### src/rtl/pps_stream_if.sv
// pps_stream_if: handshake bundle for the streaming prefix-sum sequencer.
//   input side : in_valid / in_ready / in_data[N][IW] / in_last, plus clear
//   output side: out_valid / out_ready / out_psum[N][OW] / out_total / out_last / out_beat
// The master modport is the producer/consumer environment, the slave modport is pps_stream.
interface pps_stream_if #(
  parameter int NW = 5,
  parameter int IW = 4,
  parameter int OW = 6,
  parameter int BW = 8
);
  localparam int N = 1 << NW;

  logic                   in_valid;
  logic                   in_ready;
  logic [N-1:0][IW-1:0]   in_data;
  logic                   in_last;
  logic                   clear;
  logic                   out_valid;
  logic                   out_ready;
  logic [N-1:0][OW-1:0]   out_psum;
  logic [OW-1:0]          out_total;
  logic                   out_last;
  logic [BW-1:0]          out_beat;

  modport master (
    output in_valid, in_data, in_last, clear, out_ready,
    input  in_ready, out_valid, out_psum, out_total, out_last, out_beat
  );

  modport slave (
    input  in_valid, in_data, in_last, clear, out_ready,
    output in_ready, out_valid, out_psum, out_total, out_last, out_beat
  );
endinterface

### src/rtl/pps_stream.sv
// pps_stream: two-stage valid/ready wrapper around a parallel prefix sum.
// A beat is registered in stage 1, its lane-wise inclusive prefix sum is formed
// combinationally, and stage 2 registers that sum plus a running segment carry so
// prefix sums continue across the beats of a segment (all arithmetic mod 2^OW).
// Ports:
//   clk  - clock, rising edge
//   rst  - asynchronous active-high reset
//   bus  - pps_stream_if.slave (input beat, clear, output beat handshakes)
module pps_stream #(
  parameter int NW = 5,
  parameter int IW = 4,
  parameter int OW = 6,
  parameter int BW = 8
) (
  input  logic           clk,
  input  logic           rst,
  pps_stream_if.slave    bus
);
  localparam int N = 1 << NW;

  typedef logic [N-1:0][IW-1:0] lanes_in_t;
  typedef logic [N-1:0][OW-1:0] lanes_out_t;

  // Wrapping unsigned add; overflow is silently discarded.
  function automatic logic [OW-1:0] add_wrap(input logic [OW-1:0] a, input logic [OW-1:0] b);
    return a + b;
  endfunction

  // Hillis-Steele inclusive scan. Walking k downward lets each level update in
  // place, because lane k only reads lower lanes not yet touched this level.
  function automatic lanes_out_t prefix_sum(input lanes_in_t d);
    lanes_out_t acc;
    for (int k = 0; k < N; k++) acc[k] = OW'(d[k]);
    for (int s = 0; s < NW; s++) begin
      for (int k = N - 1; k >= 0; k--) begin
        if (k >= (1 << s)) acc[k] = add_wrap(acc[k], acc[k - (1 << s)]);
      end
    end
    return acc;
  endfunction

  logic          vld_p1, last_p1;
  lanes_in_t     data_p1;
  lanes_out_t    pps_p1;
  logic          vld_p2, last_p2;
  lanes_out_t    psum_p2;
  logic [OW-1:0] total_p2;
  logic [BW-1:0] beat_p2;
  logic [OW-1:0] carry, carry_used;
  logic [BW-1:0] beat, beat_used;
  logic          s1_load, s2_load, in_ready;

  always_comb begin
    s2_load    = vld_p1 && (!vld_p2 || bus.out_ready);
    in_ready   = !vld_p1 || s2_load;
    s1_load    = bus.in_valid && in_ready;
    carry_used = bus.clear ? '0 : carry;
    beat_used  = bus.clear ? '0 : beat;
    pps_p1     = prefix_sum(data_p1);
  end

  // ---- stage 1: input register ----
  always_ff @(posedge clk or posedge rst) begin
    if (rst) begin
      vld_p1 <= 1'b0;
    end else if (s1_load) begin
      vld_p1 <= 1'b1;
    end else if (s2_load) begin
      vld_p1 <= 1'b0;
    end
  end

  always_ff @(posedge clk) begin
    if (s1_load) begin
      data_p1 <= bus.in_data;
      last_p1 <= bus.in_last;
    end
  end

  // ---- stage 2: carried prefix sum, output register ----
  always_ff @(posedge clk or posedge rst) begin
    if (rst) begin
      vld_p2   <= 1'b0;
      psum_p2  <= '0;
      total_p2 <= '0;
      last_p2  <= 1'b0;
      beat_p2  <= '0;
    end else if (s2_load) begin
      vld_p2 <= 1'b1;
      for (int k = 0; k < N; k++) psum_p2[k] <= add_wrap(pps_p1[k], carry_used);
      total_p2 <= add_wrap(pps_p1[N-1], carry_used);
      last_p2  <= last_p1;
      beat_p2  <= beat_used;
    end else if (bus.out_ready) begin
      vld_p2 <= 1'b0;
    end
  end

  // Segment carry and beat index advance only when a beat enters stage 2, so a
  // clear affects the next beat loaded, never data already in flight.
  always_ff @(posedge clk or posedge rst) begin
    if (rst) begin
      carry <= '0;
      beat  <= '0;
    end else if (s2_load) begin
      carry <= last_p1 ? '0 : add_wrap(carry_used, pps_p1[N-1]);
      beat  <= last_p1 ? '0 : beat_used + 1'b1;
    end else if (bus.clear) begin
      carry <= '0;
      beat  <= '0;
    end
  end

  assign bus.in_ready  = in_ready;
  assign bus.out_valid = vld_p2;
  assign bus.out_psum  = psum_p2;
  assign bus.out_total = total_p2;
  assign bus.out_last  = last_p2;
  assign bus.out_beat  = beat_p2;
endmodule

### src/flat_wrapper.sv
// flat-port wrapper written by rule: the top's interface ports become plain ports
module pps_stream_flat 
#(
  parameter int NW = 5,
  parameter int IW = 4,
  parameter int OW = 6,
  parameter int BW = 8
)
  (clk, rst, bus_in_valid, bus_in_data, bus_in_last, bus_clear, bus_out_ready, bus_in_ready, bus_out_valid, bus_out_psum, bus_out_total, bus_out_last, bus_out_beat);
  pps_stream_if #(.NW(NW), .IW(IW), .OW(OW), .BW(BW)) bus_i ();
  input  logic clk;
  input  logic rst;
  input wire logic [$bits(bus_i.in_valid)-1:0] bus_in_valid;
  input wire logic [$bits(bus_i.in_data)-1:0] bus_in_data;
  input wire logic [$bits(bus_i.in_last)-1:0] bus_in_last;
  input wire logic [$bits(bus_i.clear)-1:0] bus_clear;
  input wire logic [$bits(bus_i.out_ready)-1:0] bus_out_ready;
  output wire logic [$bits(bus_i.in_ready)-1:0] bus_in_ready;
  output wire logic [$bits(bus_i.out_valid)-1:0] bus_out_valid;
  output wire logic [$bits(bus_i.out_psum)-1:0] bus_out_psum;
  output wire logic [$bits(bus_i.out_total)-1:0] bus_out_total;
  output wire logic [$bits(bus_i.out_last)-1:0] bus_out_last;
  output wire logic [$bits(bus_i.out_beat)-1:0] bus_out_beat;
  assign bus_i.in_valid = bus_in_valid;
  assign bus_i.in_data = bus_in_data;
  assign bus_i.in_last = bus_in_last;
  assign bus_i.clear = bus_clear;
  assign bus_i.out_ready = bus_out_ready;
  assign bus_in_ready = bus_i.in_ready;
  assign bus_out_valid = bus_i.out_valid;
  assign bus_out_psum = bus_i.out_psum;
  assign bus_out_total = bus_i.out_total;
  assign bus_out_last = bus_i.out_last;
  assign bus_out_beat = bus_i.out_beat;
  pps_stream #(.NW(NW), .IW(IW), .OW(OW), .BW(BW)) u_core (.clk(clk), .rst(rst), .bus(bus_i));
endmodule
### config.mk
export PLATFORM = sky130hd
export DESIGN_NAME = pps_stream_flat
export DESIGN_NICKNAME = d
export VERILOG_FILES = /design/src/rtl/pps_stream_if.sv /design/src/rtl/pps_stream.sv /design/src/flat_wrapper.sv
export SDC_FILE = /design/constraint.sdc
export NUM_CORES = 2
export LEC_CHECK = 0
export BUFFER_PORTS_ARGS = -buffer_cell sky130_fd_sc_hd__buf_2
export CORE_ASPECT_RATIO = 0.8
export CORE_MARGIN = 4
export CORE_UTILIZATION = 64
export CTS_BUF_LIST = sky130_fd_sc_hd__clkbuf_16
export DETAILED_ROUTE_END_ITERATION = 7
export PLACE_DENSITY = 0.85
export SLEW_MARGIN = 10
export SYNTH_ARGS = -nofsm -noshare
export SYNTH_HDL_FRONTEND = slang
export SYNTH_SLANG_ARGS = --single-unit
### constraint.sdc
create_clock -name clk -period 12.7 [get_ports clk]
set_clock_uncertainty 0.05 [all_clocks]
set_input_delay 3.81 -clock clk [delete_from_list [all_inputs] [get_ports clk]]
set_output_delay 3.81 -clock clk [all_outputs]
set_load 0.05 [all_outputs]
Word-level counts from Yosys, hierarchy flattened
Cells that the tools add are included.
{ "totals": {"mem_count": 0, "latch_bits": 0, "mem_bits_rw": 0, "romBits": 0, "wordCells": 251, "reg_bits": 346} }
{ "op_classes": {"magnitude_cmp": 0, "addsub": 162, "n_mux": 10, "n_div": 0, "eq_ne": 0, "reduce_logical": 8, "n_mul": 0, "bitwise_logic": 0, "n_shift": 0} }
{ "ops": {"columns": ["operator", "count"], "rows": [
  ["$add A6 B6 Y6", 125],
  ["$add A4 B4 Y5", 31],
  ["$add A6 B4 Y6", 4],
  ["$mux W8", 3],
  ["$mux W6", 3],
  ["$add A8 B1 Y8 const B", 1],
  ["$add A4 B6 Y6", 1],
  ["$mux W1", 4],
  ["$reduce_bool A2 Y1", 2],
  ["$logic_and A1 B1 Y1", 2],
  ["$logic_not A1 Y1", 2],
  ["$logic_or A1 B1 Y1", 2]
]} }

Longest topological paths before layout
{ "depth": {"word_depth": 8, "ltp_mapped": 28, "depth_no_buf": 28} }

Least setup slack after synthesis
Ideal clock, no wire load.
{ "synth_timing": {"kind": "input to register", "from": "input port bus_clear", "to": "register u_core.carry[5]", "path_buffers": 0, "cell_stages": 14, "setup_slack_ns": 3.997, "arrival_time_ns": 8.519, "required_time_ns": 12.517, "cell_sequence": "nand2b_1 > inv_1 > fa_1 > fa_1 > fa_1 > ha_1 > a21o_1 > a21oi_1 > xnor2_1 > xnor2_1 > xnor3_1 > xnor2_1 > xnor2_1 > o22ai_1"} }
{ "synth_between": {"elab_chain_cells": 4} }
{ "synth_rtl": {"columns": ["element", "line", "source"], "rows": [
  ["start: declaration", "flat_wrapper.sv:16", "input wire logic [$bits(bus_i.clear)-1:0] bus_clear;"],
  ["$mux W6 *", null, null],
  ["$add A6 B6 Y6", "pps_stream.sv:26", "return a + b;"],
  ["$mux W6", "pps_stream.sv:106", "carry <= last_p1 ? '0 : add_wrap(carry_used, pps_p1[N-1]);"],
  ["$mux W6 *", "pps_stream.sv:105", "end else if (s2_load) begin"],
  ["end signal: assignment", "pps_stream.sv:106", null],
  ["end: declaration", "pps_stream.sv:49", "logic [OW-1:0] carry, carry_used;"]
]} }
Mark *: on every way between the ends. The rest lies on a longest branch, timed or not.
A chain may end at the register's enable or synchronous reset.

Worst setup path after layout
Ends and elaborated chain as after synthesis.

==> impl_metrics.json <==
{
  "die_height_um": 217.9,
  "drtAntennaViolNets": 0,
  "htreeDepth": 2,
  "cp_data_arrival_time_ns": 8.85,
  "ctsHoldBuffers": 0,
  "final_core_util_pct": 71.77,
  "start_util_pct": 65.03,
  "dp_hpwl_mm": 88.25,
  "die_area_um2": 58920,
  "port_buffers": 342,
  "syn_to_final_growth_pct": 10.36,
  "worstPathRequired_ns": 13.08,
  "coreArea_um2": 54200,
  "rows": 76,
  "path_max_fanout": 18,
  "grt-busiest-layer": "met2",
  "cp-end-kind": "register",
  "cts_buffer_depth": 3,
  "tightest_slew_ns": 1.055,
  "placed_cell_area_um2": 37780,
  "post_cts_resized": 0,
  "numCtsBuffers": 37,
  "globalplace.congestion": 1.020,
  "first_global_vias": 26240,
  "synth_fp_nets": 4391,
  "async_reset_ff_share_pct": 62.72,
  "postSynthCellCount": 3394,
  "grt_setup_unrepaired": "false",
  "clkLatencyLatePin_ns": 0.59,
  "met3_usage_pct": 12.10,
  "whs_ns": 0.4151,
  "hp-class": "register to register",
  "cts_tree": "done",
  "grt_max_degree": 111,
  "ys_types": 57,
  "synth_flop_cell": "dfrtp_1",
  "grt_usage_pct": 36.08,
  "synth_area_um2": 35250,
  "start_kind": "input port",
  "hold_viol": 0,
  "ios": 343,
  "final_cell_mix": "ha_1, inv_1, nand2_1",
  "setup_viol": 0,
  "final_area_um2": 38900,
  "cts.sinks": 346,
  "dr.pass1.iters": 6,
  "viasPerCell": 5.941,
  "die_w_um": 270.4,
  "avgSynthCellArea_um2": 10.39,
  "wl_mm": 106.3,
  "gr-total-overflow": 0,
  "min_period_ns": 8.465,
  "path_class": "input port to register",
  "fmax_mhz": 118.1,
  "drc": 0,
  "fin_nets": 4736,
  "grt_pass1_wl_mm": 158.6,
  "timing.max_cap.violations": 0,
  "cts_root_buf": "clkbuf_16",
  "status": "finished, final reports clean",
  "timing.final.max_slew_violations": 0,
  "grt_use_met1_pct": 51.16,
  "final_common_cell": "ha_1",
  "yosysWarnings": 0,
  "min_period_over_period_pct": 66.65,
  "n_fill_cell": 3938,
  "drt_iter0_markers": 3089,
  "route.vias.total": 26550,
  "slew_headroom_pct": 29.68,
  "yosysSeqAreaShare_pct": 26.39,
  "wire_per_inst_um": 23.79,
  "setup_tns_ns": 0,
  "grt_antenna_before_repair": 3,
  "layout-drive-gt1-share_pct": 11.63,
  "synth.ff_latch_count": 346,
  "post-cts-setup-buffer-count": 0,
  "grt_use_met2_pct": 53.27,
  "path_clk_slew_ns": 0.07,
  "synth_edf_count": 129
}
per-layer routing:
layer  part of all wire (%)  wire [µm]  vias to the layer above
met5                  0.033         35                        -
met4                    3.4       3587                        6
met3                     14      14670                      231
met2                     42      44340                     1488
met1                     41      43680                    12770
li1                       -          -                    12060
flip-flops by register name (all words and copies together) (netlist names):
signal and flops:
u_core.bus.out_beat 8, u_core.data_p1 128, u_core.bus.out_psum 192, u_core.beat 8, u_core.carry 6, u_core.last_p1 1
u_core.bus.out_last 1, u_core.vld_p1 1, u_core.bus.out_valid 1
cell usage after synthesis, types with 12 or more instances:
cell type  instances  area (µm²)
o21bai_1          39       292.8
dfrtp_1          217        5430
a211oi_1          21       157.7
xor2_1           147        1287
nor2b_1           12       75.07
a21o_1           249        1869
edfxtp_1         129        3874
ha_1             551        6894
nor2_1            48       180.2
clkbuf_1          49       183.9
inv_1            424        1592
nand2b_1          17       106.4
xnor3_1           12       270.3
fa_1             312        6246
o21ai_0          170       850.8
a21oi_1          248        1241
nand2_1          367        1378
xnor2_1          288        2522
logic make-up (layout without fill, tap and decap cells):
| group | after synthesis | in the layout | share of synthesized area, % |
|---|---|---|---|
| xor+xnor | 457 | 457 | 12.12 |
| other cells | 0 | 1 | 0 |
| simple gates | 482 | 482 | 5.629 |
| flops | 346 | 346 | 26.39 |
| fa+ha+maj | 863 | 863 | 37.28 |
| compound gates | 763 | 763 | 13.31 |
| buf+inv | 482 | 854 | 5.228 |
| mux | 1 | 1 | 0.04258 |
cell type report:
cell class / instances / area (µm²) / area share (%)
multi-input combinational: 2566 / 24120 / 62.00
sequential: 346 / 9304 / 23.92
timing repair buffer: 364 / 1877 / 4.825
inverter: 424 / 1599 / 4.111
clock buffer: 38 / 950.9 / 2.444
tap: 702 / 878.3 / 2.258
clock inverter: 28 / 172.7 / 0.4439
antenna: 1 / 2.502 / 0.006433
final timing paths:
| path | startpoint | to | slack [ns] | cells past startpoint |
|---|---|---|---|---|
| worst max register to register | u_core.data_p1[0]$_DFFE_PP_ | u_core.carry[5]$_DFF_PP0_ | 4.31 | 26 |
| worst max-delay path | bus_clear | u_core.carry[5]$_DFF_PP0_ | 4.24 | 18 |
| max in group asynchronous | rst | u_core.bus.out_psum[176]$_DFFE_PP0P_ | 7.95 | 3 |
| min in group asynchronous | rst | u_core.bus.out_psum[38]$_DFFE_PP0P_ | 3.28 | 2 |
| worst min register to register | u_core.bus.out_beat[4]$_DFFE_PP0P_ | u_core.bus.out_beat[4]$_DFFE_PP0P_ | 0.42 | 2 |
| worst min-delay path | u_core.bus.out_beat[4]$_DFFE_PP0P_ | u_core.bus.out_beat[4]$_DFFE_PP0P_ | 0.42 | 2 |
through the flow:
step,instances,setup slack (ns)
2_1_floorplan,3394,2.904
4_1_cts,4468,4.372
6_report,4469,4.235
3_5_place_dp,4402,3.781
3_3_place_gp,4402,3.920
5_1_grt,4468,4.064
critical path, stage by stage:
cell      delay, ns
buf_2          0.21
nand2b_1       0.28
inv_1          0.71
buf_4          0.49
fa_1           0.48
fa_1           0.49
inv_1          0.06
fa_1           0.53
inv_1          0.07
ha_1           0.29
a21o_1         0.16
a21oi_1        0.18
xnor2_1        0.16
xnor2_1        0.15
xnor3_1        0.26
xnor2_1        0.15
xnor2_1        0.22
o22ai_1        0.12
Power is not shown: default switching activity piles up to over one toggle a cycle in this logic, so the estimate is an artifact.
